`src/rtl/mem_arbiter.sv`:
```
// -----------------------------------------------------------------------------
// mem_arbiter
//   Two-requester round-robin arbiter in front of a single-port synchronous
//   memory. A winning request is presented to the memory as a one-cycle
//   registered command. Reads are tracked by a two-stage tag pipeline, so read
//   data returns on rvalidN/rdataN two cycles after the grant.
//
// Ports
//   clk, rst                   rising-edge clock, synchronous active-high reset
//   req0/1, we0/1              request strobe and write(1)/read(0) select
//   addr0/1, wdata0/1          request address and write data
//   gnt0/1                     one-cycle grant pulse (request accepted)
//   rvalid0/1, rdata0/1        one-cycle read-return pulse and held read data
//   mem_addr, mem_rw,          memory command (address, 1 = write,
//   mem_o_en, mem_data_in        output enable for reads, write data)
//   mem_data_out               memory read data, valid the cycle after a read
// -----------------------------------------------------------------------------
module mem_arbiter #(
  parameter int ADDR_W = 3,
  parameter int DATA_W = 5
) (
  input  logic              clk,
  input  logic              rst,
  input  logic              req0,
  input  logic              req1,
  input  logic              we0,
  input  logic              we1,
  input  logic [ADDR_W-1:0] addr0,
  input  logic [ADDR_W-1:0] addr1,
  input  logic [DATA_W-1:0] wdata0,
  input  logic [DATA_W-1:0] wdata1,
  output logic              gnt0,
  output logic              gnt1,
  output logic              rvalid0,
  output logic              rvalid1,
  output logic [DATA_W-1:0] rdata0,
  output logic [DATA_W-1:0] rdata1,
  output logic [ADDR_W-1:0] mem_addr,
  output logic              mem_rw,
  output logic              mem_o_en,
  output logic [DATA_W-1:0] mem_data_in,
  input  logic [DATA_W-1:0] mem_data_out
);

  logic              w_el0;
  logic              w_el1;
  logic              w_win;
  logic              w_win_id;
  logic              w_sel_we;
  logic [ADDR_W-1:0] w_sel_addr;
  logic [DATA_W-1:0] w_sel_wdata;

  // Id of the most recent winner; starts at 1 so requester 0 wins first.
  logic              r_last;
  // Read tag pipeline: stage 1 loads at the grant edge, stage 2 one edge later.
  logic              r_t1_valid;
  logic              r_t1_id;
  logic              r_t2_valid;
  logic              r_t2_id;

  // Eligibility, round-robin winner choice and request mux
  always_comb begin
    // A requester granted last cycle sits out one edge; its gnt register
    // is exactly that "granted last cycle" flag.
    w_el0 = req0 & ~gnt0;
    w_el1 = req1 & ~gnt1;
    w_win = w_el0 | w_el1;
    if (w_el0 && w_el1) begin
      w_win_id = ~r_last;
    end else if (w_el1) begin
      w_win_id = 1'b1;
    end else begin
      w_win_id = 1'b0;
    end
    if (w_win_id) begin
      w_sel_we    = we1;
      w_sel_addr  = addr1;
      w_sel_wdata = wdata1;
    end else begin
      w_sel_we    = we0;
      w_sel_addr  = addr0;
      w_sel_wdata = wdata0;
    end
  end

  // Grant pulses, memory command registers and last-winner pointer
  always_ff @(posedge clk) begin
    if (rst) begin
      gnt0        <= 1'b0;
      gnt1        <= 1'b0;
      mem_addr    <= {ADDR_W{1'b0}};
      mem_data_in <= {DATA_W{1'b0}};
      mem_rw      <= 1'b0;
      mem_o_en    <= 1'b0;
      r_last      <= 1'b1;
    end else if (w_win) begin
      gnt0        <= ~w_win_id;
      gnt1        <= w_win_id;
      mem_addr    <= w_sel_addr;
      mem_data_in <= w_sel_wdata;
      mem_rw      <= w_sel_we;
      mem_o_en    <= ~w_sel_we;
      r_last      <= w_win_id;
    end else begin
      // Idle cycle: strobes drop, address and write data hold.
      gnt0        <= 1'b0;
      gnt1        <= 1'b0;
      mem_rw      <= 1'b0;
      mem_o_en    <= 1'b0;
    end
  end

  // Read tag pipeline and read-data return registers
  always_ff @(posedge clk) begin
    if (rst) begin
      r_t1_valid <= 1'b0;
      r_t1_id    <= 1'b0;
      r_t2_valid <= 1'b0;
      r_t2_id    <= 1'b0;
      rvalid0    <= 1'b0;
      rvalid1    <= 1'b0;
      rdata0     <= {DATA_W{1'b0}};
      rdata1     <= {DATA_W{1'b0}};
    end else begin
      r_t1_valid <= w_win & ~w_sel_we;
      r_t1_id    <= w_win_id;
      r_t2_valid <= r_t1_valid;
      r_t2_id    <= r_t1_id;
      rvalid0    <= r_t2_valid & ~r_t2_id;
      rvalid1    <= r_t2_valid & r_t2_id;
      // Memory data for the stage-2 tag has been stable since the last edge.
      if (r_t2_valid && !r_t2_id) begin
        rdata0 <= mem_data_out;
      end
      if (r_t2_valid && r_t2_id) begin
        rdata1 <= mem_data_out;
      end
    end
  end

endmodule

```
`config.mk`:
```
export PLATFORM = sky130hd
export DESIGN_NAME = mem_arbiter
export DESIGN_NICKNAME = d
export VERILOG_FILES = /design/src/rtl/mem_arbiter.sv
export SDC_FILE = /design/constraint.sdc
export NUM_CORES = 1
export LEC_CHECK = 0
export ABC_AREA = 1
export CAP_MARGIN = 20
export CORE_ASPECT_RATIO = 0.6
export CORE_UTILIZATION = 44
export CTS_CLUSTER_SIZE = 24
export DETAILED_ROUTE_END_ITERATION = 8
export MAX_ROUTING_LAYER = met4
export PLACE_DENSITY = 0.83
export SETUP_SLACK_MARGIN = 0.02
export SYNTH_ARGS = -nofsm -noshare
export SYNTH_HDL_FRONTEND = slang
export SYNTH_SLANG_ARGS = --single-unit
```
`constraint.sdc`:
```
create_clock -name clk -period 1.4 [get_ports clk]
set_input_delay 0.28 -clock clk [delete_from_list [all_inputs] [get_ports clk]]
set_output_delay 0.28 -clock clk [all_outputs]
set_load 0.03 [all_outputs]
```
# Yosys cells after proc, flatten, opt, wreduce, memory -nomap -nowiden
# Index checks and enable logic that the tools add are counted.
# W data, S select, Z words.
# classes
n_shift,0
add_sub_neg,0
bitwise,13
div_mod_pow,0
n_reduce_logical,5
n_mux,5
multipliers,0
order_cmp,0
n_eq_ne,0
# op_table
op,n
$not A1 Y1,7
$and A1 B1 Y1,5
$mux W5,1
$logic_and A1 B1 Y1,3
$mux W1,3
$mux W3,1
$reduce_or A2 Y1,1
$logic_not A1 Y1,1
$or A1 B1 Y1,1
# totals
in_bits,27
n_memories,0
romBits,0
latch_bits,0
ff_bits,29
ram_bits,0
out_inout_bits,24
word_cells,38

# Logic depth before layout (Yosys ltp)
# logic_depth
word_depth,7
mapped_depth,7
mapped_depth_nobuf,7

# Worst setup path after synthesis
# OpenSTA, ideal clock, no wires.
# synth_timing
path_kind,register to register
from,register gnt1
to,register mem_addr[0]
arrival_time_ns,1.033
t_required_ns,1.287
path_slack_ns,0.254
stages_incl_launch_ff,8
path_buffers,0
path_cell_list,dfxtp_1 -> inv_1 -> nand2_1 -> nand2_4 -> nand2_4 -> inv_6 -> nand3_1 -> nand2_1
# synth_between
elab_chain_cells,5
# synth_rtl
element,line_no,text
from (decl),33,"output logic gnt1,"
from (signal assigned),98,gnt1 <= w_win_id;
$not A1 Y1 (*),66,w_el1 = req1 & ~gnt1;
$and A1 B1 Y1 (*),66,
$mux W1 or $logic_and A1 B1 Y1 (tied branches),"70, 68",
$mux W1,68,if (w_el0 && w_el1) begin
$mux W3,75,if (w_win_id) begin
to (signal assigned),91,mem_addr <= {ADDR_W{1'b0}};
to (signal assigned),99,mem_addr <= w_sel_addr;
to (decl),38,"output logic [ADDR_W-1:0] mem_addr,"
# Every way passes the cells marked *; elsewhere a longest branch is shown, timed or not.
# A chain may end at the register's enable or synchronous reset.

# Worst setup path after layout
# layout_timing
from,register mem_data_in[2]
to,output port mem_data_in[2]
# layout_rtl
element,line_no,text
from (decl),41,"output logic [DATA_W-1:0] mem_data_in,"
from (signal assigned),92,mem_data_in <= {DATA_W{1'b0}};
from (signal assigned),100,mem_data_in <= w_sel_wdata;
# No word-level cell between the ends.

==> run summary <==
The tightest hold path in the finished design has a slack of 0.4075 ns. For the number of core rows, the log shows 14. The vias per cell was 4.642. The final count of pins violating max slew was 0; the synthesized area per cell was 7.701 sq um. Capturing point of the worst reg2reg path: rdata0[3].

The root buffer cell chosen for the clock tree is sky130_fd_sc_hd__clkbuf_8. The critical path is of the reg2out type. The worst path needs 1.306 ns of the cycle, external delays included. IR analysis of the VDD net gives a maximum drop of 0.7191 mV. After detailed routing, the average wire length per cell comes to 12.30 um. The run gives 2390 um as the sum of net half-perimeters after detailed placement. Routability-driven placement finished with a final weighted congestion of 0.7994. The area growth from synthesis to layout is 50.10%. The worst hold path belongs to the class reg2reg. The tools report the worst-case clock buffer depth as 2. Traced cell by cell, the critical path runs through dlygate4sd2_1.

The master of the slowest instance on the critical path was sky130_fd_sc_hd__dlygate4sd2_1. Of the available clock period, the critical path in the final layout requires 93.25%. The floorplan step defined a die boundary enclosing 0.002932 sq mm. The adder and majority cell fraction of the synthesized area is 0%, and the total global routing overflow is 0. The insertion delay to the later sink of the worst-skew pair was 0.27 ns; the final sum of negative setup slack was 0 ns. After synthesis the netlist holds a flip-flop and latch count of 29.

The number of cells on the worst reg-to-reg path is 5. At the pin with the least slew margin, the transition time is 0.3425 ns. From left edge to right edge, the die measures 69.24 um.

Post-CTS repair changed the size of 24 cells. The sequential cell area fraction in the yosys report came out at 48.64%. In this run the cell area of the synthesized design comes to 0.001194 sq mm. After synthesis, the share of cell area in mux cells is 0%. For this design, the CTS-stage hold fixing added 0 buffers. The cell family contributing the most delay on the critical path is buffers and inverters.

The tools report the startpoint of the most critical register-to-register path as r_t2_valid. From bottom edge to top edge, the die measures 42.35 um. The largest single stage delay on the critical path is 0.42 ns. The tools report the worst hold path endpoint as r_t2_valid. The run gives 18 as the unique cell type count in the Yosys netlist.

For the final count of hold timing violations, the log shows 0. Clock-pin slew was measured on the worst setup and hold paths at 0.06 ns. For the worst setup path, the data required time is 1.12 ns. The combinational family with the most area after synthesis was simple AND/OR/NAND/NOR gates. The analysis attributes to cell leakage a power of 0.0009524 uW. For this configuration, the core starts out at a cell density of 47.00%. The critical hold path startpoint is r_t1_valid. For the first-pass iteration count of the detailed router, the log shows 4. The worst setup path is launched from a flop.

The number of remaining DRC errors was 0; the power per cell area was 1101 mW/mm^2. After floorplanning, the core was sized to cover 0.002540 sq mm. The worst-case headroom to the max-slew limit is 77.08%, and the number of maximum-capacitance constraint violations is 0. For the initial antenna violation count, the log shows 0.

Setup violations remaining at the end of the flow were counted as 0. Across every metal layer, demand over resource in global routing totals 22.69%. The number of placed instances, taps included is 238, and the number of cells in the finished layout apart from fillers is 246.

The number of H-tree branching levels was 2. In the layout the commonest cells are sky130_fd_sc_hd__nor2_1, sky130_fd_sc_hd__nand2_1, sky130_fd_sc_hd__dfxtp_1. The run gives 0.27 ns as the setup slack of the worst register-to-register path. Setup repair after global routing left no endpoint under its margin. Entering global routing, the biggest net connects 11 pins.

Before CTS, the worst setup slack after placement is -0.07613 ns. The area share of xor/xnor cells in the synthesized design works out to 0%. In this run the post-CTS setup repair buffer count came out at 0. The run finished with clean final reports.

The synthesized netlist devotes 5.346% of its cell area to compound gates. The count of buffer and inverter cells on the critical path was 1. The tools report the via count of the first global-routing pass as 1,139. The overall routed net length was 3026 um; the largest fanout on the critical path was 2. Summing over every cut layer, the via total after detailed routing is 1,142. In the final layout, the share of cells above drive strength 1 is 11.68%. The logs give 29 for the count of clock tree sinks and 0 for the number of nets with antenna violations after routing. The Yosys step of the flow raised 0 warnings. On the final layout, the worst clock skew is 0.003919 ns.

TritonCTS built the clock tree. Synthesis produced 155 cells. Setup slack closes at 0.09445 ns.

The global-route wire length before repair was 4919 um. STA classifies the critical path endpoint as an output pin. For this block, the initial DRC count from the detailed router was 32. The antenna cell count came out at 0.

The logs give 5 for the number of CTS-inserted buffers and 182 for the net count of the mapped netlist. Buffers placed on the I/O ports in this run total 50. The run gives 0.7660 GHz as the fmax. At the worst endpoint, the arrival time is 1.03 ns.

The number of nets in the layout was 240; the I/O pin count was 51. Of the total synthesized cell area, the portion taken by AND, OR, NAND and NOR gates is 33.02%. Along the worst hold path, the cell count comes to 2. The total power after layout came out at 1973 uW.
-- cell type report --
cell class / instances / area, sq um
clock buffers: 6 / 72.57
fillers: 218 / 748.2
multi-input cells: 95 / 457.9
inverters: 26 / 102.6
repair buffers: 56 / 528.0
well taps: 32 / 40.04
clock inverters: 2 / 10.01
flip-flops and latches: 29 / 580.6
-- per-layer routing --
layer  part of all wire (%)  global-route usage [%]  up-vias  wire (um)
met5                      0                       -        -          0
met4                    2.3                   7.755        0         70
met3                    3.0                   5.769        8         90
met2                     47                   36.70       27       1420
met1                     48                   27.95      522       1445
li1                       -                       -      585          -
-- cell usage after synthesis, drive strengths merged --
cell,number,area (sq um)
buf,5,52.55
nand3,19,110.1
a21oi,2,13.76
nor2,31,140.1
o21ai,10,50.04
inv,26,102.6
nand2,33,143.9
dfxtp,29,580.6
-- cells by family (layout without fill, tap and decap cells) --
group,Yosys count,in the layout
buffers and inverters,31,90
AO/OA/AOI/OAI,12,12
flip-flops,29,29
AND/OR/NAND/NOR,83,83
-- stage by stage --
| stage | cell area (sq um) | util, % |
|---|---|---|
| after floorplan | 1194 | - |
| after global placement | 1739 | 68.47 |
| after detailed placement | 1739 | 68.47 |
| after CTS | 1792 | 70.54 |
| after global routing | 1792 | 70.54 |
| final | 1792 | 70.54 |
-- worst max path at each step --
| stage | from | end | slack (ns) | cells after the start |
|---|---|---|---|---|
| global placement | req1 | mem_o_en | -0.01 | 7 |
| floorplan | gnt1 | mem_addr[0] | 0.25 | 7 |
| detailed placement | req1 | mem_o_en | -0.08 | 7 |
| CTS | mem_data_in[2] | mem_data_in[2] | 0.08 | 1 |
| global route | gnt0 | gnt0 | 0.06 | 1 |
| finish | mem_data_in[2] | mem_data_in[2] | 0.09 | 1 |
-- flip-flops by register name, summed over array words and instances (netlist names) --
name	cells
r_t2_id	1
rvalid1	1
r_t1_valid	1
r_last	1
mem_addr	3
rvalid0	1
r_t2_valid	1
mem_data_in	5
rdata0	5
mem_rw	1
gnt1	1
r_t1_id	1
gnt0	1
mem_o_en	1
rdata1	5
-- power by group --
part / switching, uW / internal [uW]
Clock: 305 / 343
Sequential: 22.8 / 879
Combinational: 246 / 176
Total: 574 / 1400
No activity file was read; power rests on OpenSTA's default activity.
